**config.mk**
```make
export PLATFORM = sky130hd
export DESIGN_NAME = uart_cmd_ctrl
export DESIGN_NICKNAME = d
export VERILOG_FILES = /design/src/rtl/uart_cmd_ctrl.sv
export SDC_FILE = /design/constraint.sdc
export NUM_CORES = 1
export LEC_CHECK = 0
export ABC_AREA = 0
export ABC_CLOCK_PERIOD_IN_PS = 3500
export CAP_MARGIN = 20
export CORE_MARGIN = 5
export CORE_UTILIZATION = 58
export CTS_CLUSTER_SIZE = 16
export DETAILED_ROUTE_END_ITERATION = 10
export GPL_TIMING_DRIVEN = 0
export HOLD_SLACK_MARGIN = 0.08
export PLACE_DENSITY = 0.79
export SKIP_LAST_GASP = 1
export SYNTH_ARGS = -nofsm -noshare
export SYNTH_HDL_FRONTEND = slang
export SYNTH_SLANG_ARGS = --single-unit
```
**constraint.sdc**
```tcl
create_clock -name clk -period 3.5 [get_ports clk]
set_input_delay 0.525 -clock clk [delete_from_list [all_inputs] [get_ports clk]]
set_output_delay 0.525 -clock clk [all_outputs]
set_load 0.02 [all_outputs]
```
**src/rtl/uart_cmd_ctrl.sv**
```systemverilog
// uart_cmd_ctrl: assembles UART command frames, hands them to the accelerator,
// and sequences the 3-byte ACK/NAK response through uart_tx.
module uart_cmd_ctrl #(
    parameter int MAX_LEN     = 16,
    parameter int TIMEOUT_CYC = 1_000_000,
    localparam int AW         = $clog2(MAX_LEN)
) (
    input  logic          clk,
    input  logic          rst,
    input  logic          rx_valid,
    input  logic [7:0]    rx_data,
    output logic          tx_start,
    output logic [7:0]    tx_data,
    input  logic          tx_busy,
    output logic          cmd_valid,
    input  logic          cmd_ready,
    output logic [7:0]    cmd_op,
    output logic [7:0]    cmd_len,
    input  logic [AW-1:0] cmd_rd_addr,
    output logic [7:0]    cmd_rd_data,
    input  logic          rsp_valid,
    output logic          rsp_ready,
    input  logic [7:0]    rsp_status,
    output logic [7:0]    drop_cnt
);
    localparam int TW = $clog2(TIMEOUT_CYC + 1);

    localparam logic [2:0] S_SYNC = 3'd0;
    localparam logic [2:0] S_OP   = 3'd1;
    localparam logic [2:0] S_LEN  = 3'd2;
    localparam logic [2:0] S_PAY  = 3'd3;
    localparam logic [2:0] S_CHK  = 3'd4;
    localparam logic [2:0] S_CMD  = 3'd5;
    localparam logic [2:0] S_RSP  = 3'd6;
    localparam logic [2:0] S_TX   = 3'd7;

    localparam logic [1:0] T_GO = 2'd0;
    localparam logic [1:0] T_HI = 2'd1;
    localparam logic [1:0] T_LO = 2'd2;

    logic [2:0]    state;
    logic [1:0]    tph, tidx;
    logic [7:0]    op_r, len_r, chk, cnt, b1, b2;
    logic [TW-1:0] tcnt;
    logic [7:0]    pbuf [MAX_LEN];
    logic          in_frame, busy_st, timeout;

    assign in_frame = state inside {S_OP, S_LEN, S_PAY, S_CHK};
    assign busy_st  = state inside {S_CMD, S_RSP, S_TX};
    assign timeout  = in_frame && !rx_valid && tcnt == TW'(TIMEOUT_CYC - 1);

    assign cmd_valid   = state == S_CMD;
    assign rsp_ready   = state == S_RSP;
    assign cmd_op      = op_r;
    assign cmd_len     = len_r;
    assign cmd_rd_data = pbuf[cmd_rd_addr];
    assign tx_start    = state == S_TX && tph == T_GO && !tx_busy;
    // tidx only advances after tx_busy falls, so the byte holds for the whole send
    assign tx_data     = state != S_TX ? 8'h00 : tidx == 2'd0 ? 8'h5A : tidx == 2'd1 ? b1 : b2;

    always_ff @(posedge clk or posedge rst) begin
        if (rst) begin
            state    <= S_SYNC;
            tph      <= T_GO;
            tidx     <= 2'd0;
            op_r     <= 8'h00;
            len_r    <= 8'h00;
            chk      <= 8'h00;
            cnt      <= 8'h00;
            b1       <= 8'h00;
            b2       <= 8'h00;
            tcnt     <= '0;
            drop_cnt <= 8'h00;
        end else begin
            tcnt <= (rx_valid || !in_frame) ? '0 : tcnt + 1'b1;
            if (rx_valid && busy_st && drop_cnt != 8'hFF)
                drop_cnt <= drop_cnt + 8'd1;
            if (timeout) begin
                b1    <= 8'hFF;
                b2    <= 8'h03;
                state <= S_TX;
            end else begin
                case (state)
                    S_SYNC: if (rx_valid && rx_data == 8'hA5) state <= S_OP;
                    S_OP: if (rx_valid) begin
                        op_r  <= rx_data;
                        chk   <= rx_data;
                        state <= S_LEN;
                    end
                    S_LEN: if (rx_valid) begin
                        len_r <= rx_data;
                        chk   <= chk ^ rx_data;
                        cnt   <= 8'h00;
                        if ({1'b0, rx_data} > 9'(MAX_LEN)) begin
                            b1    <= 8'hFF;
                            b2    <= 8'h02;
                            state <= S_TX;
                        end else begin
                            state <= rx_data == 8'h00 ? S_CHK : S_PAY;
                        end
                    end
                    S_PAY: if (rx_valid) begin
                        chk <= chk ^ rx_data;
                        cnt <= cnt + 8'd1;
                        if (cnt + 8'd1 == len_r) state <= S_CHK;
                    end
                    S_CHK: if (rx_valid) begin
                        if (rx_data == chk) begin
                            state <= S_CMD;
                        end else begin
                            b1    <= 8'hFF;
                            b2    <= 8'h01;
                            state <= S_TX;
                        end
                    end
                    S_CMD: if (cmd_ready) state <= S_RSP;
                    S_RSP: if (rsp_valid) begin
                        b1    <= op_r;
                        b2    <= rsp_status;
                        state <= S_TX;
                    end
                    S_TX: begin
                        case (tph)
                            T_GO: if (!tx_busy) tph <= T_HI;
                            T_HI: if (tx_busy) tph <= T_LO;
                            default: if (!tx_busy) begin
                                tph  <= T_GO;
                                tidx <= tidx == 2'd2 ? 2'd0 : tidx + 2'd1;
                                if (tidx == 2'd2) state <= S_SYNC;
                            end
                        endcase
                    end
                    default: state <= S_SYNC;
                endcase
            end
        end
    end

    // payload storage is don't-care after reset, so it carries no reset
    always_ff @(posedge clk) begin
        if (state == S_PAY && rx_valid)
            pbuf[cnt[AW-1:0]] <= rx_data;
    end
endmodule
```
Word-level counts from Yosys, hierarchy flattened
Memory sizes are Yosys's and may differ from the RTL's.
Cells that the tools add are included.
{"block": "word_totals", "mem_count": 1, "inputBits": 26, "register_bits": 83, "elab_cells": 135, "out_inout_bits": 43, "ram_bits": 128}
{"block": "op_classes", "muxes": 47, "n_reduce_logical": 31, "eq_ne": 36, "magnitude_cmp": 1, "n_addsub": 4, "n_bitwise": 4}
{"name": "pbuf", "depth": 16, "width": 8, "read_ports": 1, "rd_ports_with_merged_regs": 0, "write_ports": 1, "line_no": "45", "rtl": "logic [7:0] pbuf [MAX_LEN];"}
{"operator": "$mux W8", "n": 19}
{"operator": "$pmux W8 S3", "n": 2}
{"operator": "$mux W3", "n": 14}
{"operator": "$pmux W8 S2", "n": 2}
{"operator": "$ne A3 B3 Y1 const B", "n": 10}
{"operator": "$pmux W3 S8", "n": 1}
{"operator": "$add A20 B1 Y20 const B", "n": 1}
{"operator": "$eq A20 B20 Y1 const B", "n": 1}
{"operator": "$mux W20", "n": 1}
{"operator": "$add A8 B1 Y8 const B", "n": 2}
{"operator": "$eq A8 B8 Y1", "n": 2}
{"operator": "$eq A3 B3 Y1 const B", "n": 4}
{"operator": "$reduce_and A4 Y1", "n": 3}
{"operator": "$reduce_and A11 Y1", "n": 1}
{"operator": "$mux W2", "n": 5}
{"operator": "$ne A2 B2 Y1 const B", "n": 5}
{"operator": "$ne A3 B2 Y1 const B", "n": 3}
{"operator": "$eq A8 B8 Y1 const B", "n": 1}
{"operator": "$gt A8 B5 Y1 const B", "n": 1}
{"operator": "$logic_and A1 B1 Y1", "n": 8}
{"operator": "$logic_not A8 Y1", "n": 1}
{"operator": "$ne A8 B8 Y1 const B", "n": 1}
{"operator": "$reduce_bool A4 Y1", "n": 2}
{"operator": "$xor A8 B8 Y8", "n": 1}
{"operator": "other kinds (20)", "n": 32}

Logic depth before layout (Yosys ltp)
Gate-level depths: netlist of the first run.
{"block": "logic_depth", "word_depth": 6, "mapped_depth": 9}

Worst setup path before layout of the first run
OpenSTA, ideal clock, no wires.
{"block": "synth_timing", "kind": "input -> output", "from": "in cmd_rd_addr[0]", "to": "out cmd_rd_data[0]", "required_ns": 2.975, "setup_slack_ns": 0.867, "arrival_ns": 2.108, "path_buffers": 2, "path_stages": 4, "cell_sequence": "clkbuf_1 > buf_2 > mux4_2 > mux4_2"}
{"block": "synth_via", "elab_chain_cells": 1}
{"element": "start, declared", "line_no": "19", "rtl": "input logic [AW-1:0] cmd_rd_addr,"}
{"element": "$mem_v2 Z16 W8"}
{"element": "end, declared", "line_no": "20", "rtl": "output logic [7:0] cmd_rd_data,"}
Every way passes these cells.

Final worst setup path of the first run
{"block": "layout_timing", "from": "in cmd_rd_addr[1]", "to": "out cmd_rd_data[6]"}
Same word-level chain as after synthesis.

==> impl_metrics.csv, run 1 <==
group,metric,value,unit
status,outcome,"completed",
sta,tightest_slew,1.03,ns
clock_tree,cts_tree,"done",
die,coreArea,0.0158,sq mm
logic_synthesis,yosysUniqueCellTypes,55,
detailed_routing,vias,5960,
logic_synthesis,syn_inst,677,
logic_synthesis,ys_async_sr_fraction,39.3,%
sta,timing.slew.headroom,31.0,%
sta,hold_ws,0.387,ns
flow_run,max_cap_viol_count,0,
clock_tree,cts_setup_buffers,0,
final_layout,drive_above_1_share,14.3,%
final_layout,most-common-layout-cells,"edfxtp_1 (128), dfrtp_1 (83), nor2_1 (68)",
worst_hold_path,hp-class,"in -> async",
final_layout,final_cell_area,0.0110,sq mm
global_routing,antenna_found_initial,0,
final_layout,fill_cells,1060,
logic_synthesis,yosys_warnings,0,
clock_tree,numCtsBuffers,22,
logic_synthesis,syn_area,0.00930,sq mm
detailed_routing,viasPerCell,5.94,
power_and_ir_drop,internal_power,0.00530,W
detailed_routing,ant_nets,0,
sta,finalCritPeriodShare,98.5,%
logic_synthesis,synth_ff_type,"edfxtp_1",
logic_synthesis,synth-edff-count,128,
sta,setup_viol,0,
power_and_ir_drop,irDropWorstVdd,555,uV
sta,period_needed,3.45,ns
power_and_ir_drop,p_leak,3.97,nW
global_routing,grt_max_degree,55,
die,die_w,137,um
die,std_cell_rows,46,
sta,maxSlewViolCount,0,
clock_tree,clk_latency,0.49,ns
critical_path,cp-start-kind,"input port",
clock_tree,clk_pin_slew,0.06,ns
global_routing,grt_pass1_vias,6116,
place,place_congestion,0.866,
logic_synthesis,syn_area_per_cell,13.7,sq um
place,port_buffers,65,
final_layout,diodes,0,
logic_synthesis,yosysSeqAreaShare,63.7,%
clock_tree,clock_sinks,211,
critical_path,endpoint_kind,"primary output",
clock_tree,cts-htree-levels,1,
clock_tree,hold_buffers,0,
power_and_ir_drop,powerDensity,708,mW/mm^2
die,die_h,137,um
final_layout,final_common_cell,"edfxtp_1",
sta,skew,0.0154,ns
global_routing,grt-ovfl-total,0,
critical_path,cp_data_arrival_time,2.92,ns
critical_path,worstPathMaxFanout,10,
final_layout,regArea,0.00592,sq mm
place,detailed_place.area,0.0103,sq mm
power_and_ir_drop,p_clk_share,29.0,%
sta,rsz0062_at_grt,"false",
sta,hold_viol_final,0,
final_layout,multi_input_area,0.00318,sq mm
sta,max_freq,290,MHz
final_layout,syn_to_final_growth,18.4,%
final_layout,nNetsFinal,804,
detailed_routing,drc_errors,0,
critical_path,timing_worst_setup_path_type,"in -> out",
die,start_util,58.7,%
critical_path,worst_ep_required_time,2.97,ns
power_and_ir_drop,seqPwrFrac,40.9,%
critical_path,rr_worst_depth,6,
logic_synthesis,yosys.area.top_type_share,41.4,%
place,hpwl,14.1,mm
detailed_routing,drt_iter0_drc,558,
clock_tree,cts_root_buffer,"clkbuf_16",
place,pre_cts_ws,-0.195,ns
detailed_routing,wire_per_inst,21.0,um
power_and_ir_drop,comb_power_share,30.1,%
detailed_routing,dr.pass1.iters,5,
global_routing,grt_pass1_wl,33.9,mm
die,dieArea,0.0187,sq mm
detailed_routing,wl,21.1,mm
die,ios,69,
power_and_ir_drop,switchingPower,0.00250,W
power_and_ir_drop,swShare,32.1,%
logic_synthesis,synth_top_area_cell,"edfxtp_1",
sta,final.setup.worst_slack,0.0527,ns
global_routing,track_usage,23.6,%
logic_synthesis,synth_area_leaders,"edfxtp_1 (41%), dfrtp_1 (22%), mux4_2 (9.7%)",
clock_tree,clockBufferDepth,3,
logic_synthesis,syn_nets,709,
logic_synthesis,ys_ff_latch,211,
## cell type report
type                    count  area share [%]
repair buffers             71            6.68
multi-input cells         421            28.9
clock buffers              30            5.47
flip-flops and latches    211            53.8
inverters                  14           0.500
well taps                 216            2.46
plain buffers              31            1.32
clock inverters            10           0.887
## path summary, 6_finish.rpt
kind	start	endpoint	slack [ns]
worst min-delay path	rst	cmd_len[0]	0.39
worst max register to register	state[1]	pbuf[7][0]	0.51
min in group clk	tcnt[0]	tcnt[0]	0.48
worst min register to register	tcnt[0]	tcnt[0]	0.48
max in group asynchronous	rst	tcnt[4]	2.54
worst max-delay path	cmd_rd_addr[1]	cmd_rd_data[6]	0.05
## metrics by stage
step	total power, W	setup TNS (ns)	std cells	utilization [%]
detailed placement	0.00556	-1.38	963	64.9
global route	0.00821	0	1004	69.5
finish	0.00780	0	1004	69.5
floorplan	0.00470	0	677	-
global placement	0.00546	-32.89	958	64.5
CTS	0.00783	0	1003	69.4
## routing by layer
metal  share of wire (%)  wire, um  vias up  track usage, %
met1                  40      8560     3009            31.5
met2                  52     11000      231            41.8
li1                    -         -     2692               -
met3                 6.0      1270       28            3.53
met4                 1.4       288        0            4.65
met5                   0         0        -               0
## kinds of logic (layout without fill, tap and decap cells)
| family | Yosys count | after routing | share of synthesized area [%] |
|---|---|---|---|
| AOI/OAI and AO/OA | 83 | 83 | 5.26 |
| buffers and inverters | 45 | 156 | 2.09 |
| muxes | 56 | 56 | 11.6 |
| and+or+nand+nor | 225 | 225 | 11.7 |
| DFF | 211 | 211 | 63.7 |
| adders and majority gates | 7 | 7 | 0.915 |
| xor gates and xnor gates | 50 | 50 | 4.71 |
## what timing repair did
| action | CTS | global route |
|---|---|---|
| setup endpoints to repair | 8 | 0 |
| gates resized for setup | 3 | 0 |
| endpoints found under the hold margin | 0 | 0 |
## critical path, cell delays in order
cell,delay (ns)
clkdlybuf4s50_1,0.57
clkbuf_2,0.35
mux4_2,0.40
mux4_2,0.50
clkdlybuf4s50_1,0.56
## Yosys cell counts (2+ instances only)
cell,number
a211oi_1,3
a21oi_1,31
mux4_2,40
o31a_1,2
xor2_1,24
nand3b_1,2
buf_6,2
or3_1,4
xnor2_1,26
o22ai_1,3
nor4_1,4
nand2b_1,5
nand2_2,2
and3_1,7
nand2_1,64
inv_1,14
clkbuf_1,19
and4_1,3
or3b_1,2
nand3_1,22
buf_1,2
buf_2,8
nor2_1,68
ha_1,6
dfrtp_1,83
o21ai_0,20
o31ai_1,2
nor3_1,19
nor4b_1,2
o21ai_1,10
edfxtp_1,128
nor2b_1,5
nand4_1,6
mux2_2,16
nor3b_1,3
## flip-flops by register name (all words and copies together) (netlist names)
register  flops
pbuf        128
tcnt         20
b1            8
b2            8
chk           8
cmd_len       8
cmd_op        8
cnt           8
drop_cnt      8
state         3
tidx          2
tph           2
## power by group through the flow
stage | registers (W) | logic [W] | clock network (W)
6_report | 0.00319 | 0.00234 | 0.00226
5_1_grt | 0.00322 | 0.00256 | 0.00242
4_1_cts | 0.00319 | 0.00235 | 0.00230
3_5_place_dp | 0.00323 | 0.00233 | 0
3_3_place_gp | 0.00321 | 0.00225 | 0
2_1_floorplan | 0.00331 | 0.00139 | 0
Note: power is estimated with default switching activity, not from simulation.
==> run 2: changes to the inputs <==
--- a/config.mk
+++ b/config.mk
@@ -9,12 +9,13 @@
 export ABC_CLOCK_PERIOD_IN_PS = 3500
 export CAP_MARGIN = 20
 export CORE_MARGIN = 5
-export CORE_UTILIZATION = 58
+export CORE_UTILIZATION = 61
+export CTS_BUF_LIST = sky130_fd_sc_hd__clkbuf_2
 export CTS_CLUSTER_SIZE = 16
 export DETAILED_ROUTE_END_ITERATION = 10
 export GPL_TIMING_DRIVEN = 0
 export HOLD_SLACK_MARGIN = 0.08
-export PLACE_DENSITY = 0.79
+export PLACE_DENSITY = 0.83
 export SKIP_LAST_GASP = 1
 export SYNTH_ARGS = -nofsm -noshare
 export SYNTH_HDL_FRONTEND = slang
==> impl_metrics.csv, run 2 (synthesis results as in run 1) <==
group,metric,value,unit
place,placed_cells,935,
clock_tree,clk_latency,0.80,ns
clock_tree,cts_setup_buffers,0,
die,ios,69,
final_layout,most-common-layout-cells,"edfxtp_1 (128), dfrtp_1 (83), clkbuf_2 (73)",
sta,tightest_slew,1.03,ns
sta,finalCritPeriodShare,98.3,%
global_routing,grt_max_degree,67,
detailed_routing,ant_nets,0,
critical_path,timing_worst_setup_path_type,"in -> out",
detailed_routing,vias,6136,
final_layout,drive_above_1_share,19.0,%
critical_path,worstPathMaxFanout,10,
clock_tree,clockBufferDepth,3,
detailed_routing,viasPerCell,6.05,
sta,skew,0.0663,ns
place,place_congestion,0.905,
worst_hold_path,hold_depth,3,
critical_path,crit_path_end,"cmd_rd_data[1]",
global_routing,grt_pass1_vias,6381,
global_routing,grt_pass1_wl,33.5,mm
die,start_util,61.6,%
critical_path,cp-start-kind,"input port",
sta,rsz0062_at_grt,"false",
die,die_w,133,um
sta,hold_viol_final,0,
final_layout,nNetsFinal,830,
clock_tree,clk_pin_slew,0.09,ns
global_routing,antenna_found_initial,0,
critical_path,endpoint_kind,"primary output",
place,pre_cts_ws,-0.238,ns
detailed_routing,wire_per_inst,20.2,um
global_routing,track_usage,24.0,%
die,dieArea,0.0178,sq mm
sta,timing.slew.headroom,31.2,%
clock_tree,cts_root_buffer,"clkbuf_2",
die,die_h,133,um
status,outcome,"completed",
power_and_ir_drop,p_leak,3.94,nW
clock_tree,cts-htree-levels,2,
sta,max_freq,291,MHz
final_layout,diodes,0,
clock_tree,numCtsBuffers,51,
detailed_routing,drc_errors,0,
critical_path,rr_worst_depth,6,
die,coreArea,0.0151,sq mm
final_layout,largest_reg_flops,128,
detailed_routing,drt_iter0_drc,476,
power_and_ir_drop,power,0.00698,W
global_routing,grt-ovfl-total,0,
place,hpwl,13.9,mm
critical_path,r2r_end,"pbuf[1][2]",
clock_tree,cts_tree,"done",
final_layout,syn_to_final_growth,14.5,%
critical_path,worst_ep_required_time,2.97,ns
clock_tree,clock_sinks,211,
final_layout,fin_cells,1015,
critical_path,crit_start,"cmd_rd_addr[1]",
sta,maxSlewViolCount,0,
critical_path,cp_data_arrival_time,2.92,ns
critical_path,timing.rr.start,"state[1]",
worst_hold_path,hp-class,"in -> reg",
detailed_routing,wl,20.5,mm
critical_path,r2r_slack,0.82,ns
power_and_ir_drop,powerDensity,656,mW/mm^2
sta,final.setup.worst_slack,0.0590,ns
final_layout,final_common_cell,"edfxtp_1",
place,port_buffers,65,
flow_run,max_cap_viol_count,0,
sta,hold_ws,0.317,ns
die,std_cell_rows,45,
sta,period_needed,3.44,ns
power_and_ir_drop,irDropWorstVdd,600,uV
sta,setup_viol,0,
detailed_routing,dr.pass1.iters,7,
run 2: report_power, final:
group	total (W)	switching [W]	leakage [nW]	internal, W
combinational	0.00232	0.00133	1.42	0.000991
sequential	0.00319	0.000250	2.20	0.00294
clock	0.00147	0.000925	0.315	0.000543
run 2: cell type report:
cell class              instances  area, sq um
plain buffers                  28          134
clock buffers                  72          360
clock inverters                10         45.0
fillers                      1021         4450
inverters                      14         55.1
multi-input cells             421         3180
flip-flops and latches        211         5920
well taps                     188          235
repair buffers                 71          711
run 2: worst min path at each step:
stage | from | endpoint
final | rsp_status[4] | b2[4]
after global routing | rsp_status[4] | b2[4]
after CTS | rsp_status[7] | b2[7]
after detailed placement | drop_cnt[6] | drop_cnt[6]
after global placement | tcnt[0] | tcnt[0]
after floorplan | tcnt[0] | tcnt[0]
run 2: routing by layer:
metal	part of all wire [%]	GRT usage [%]	vias to the layer above	wire [um]
met2	52	41.9	251	10700
met4	1.3	5.54	0	270
met3	6.2	5.51	27	1280
li1	-	-	2776	-
met5	0	0	-	0
met1	40	30.9	3082	8290
run 2: per-stage QoR:
step           TNS, ns  util, %  area, sq um
2_1_floorplan        0        -         9300
3_3_place_gp    -29.83     67.5        10200
3_5_place_dp     -1.54     67.8        10200
4_1_cts              0     70.5        10600
5_1_grt              0     70.5        10600
6_report             0     70.5        10600
run 2: worst max-delay path: stages:
cell	delay (ns)
clkdlybuf4s50_1	0.59
buf_2	0.35
mux4_2	0.41
mux4_2	0.49
clkdlybuf4s50_1	0.55
run 2: timing repair:
action / 4_1_cts / 5_1_grt
endpoints found under the setup margin: 10 / 4
endpoints found under the hold margin: 17 / 0
gates resized for setup: 3 / 3
hold buffers: 1 / 0
pin swaps: 0 / 0
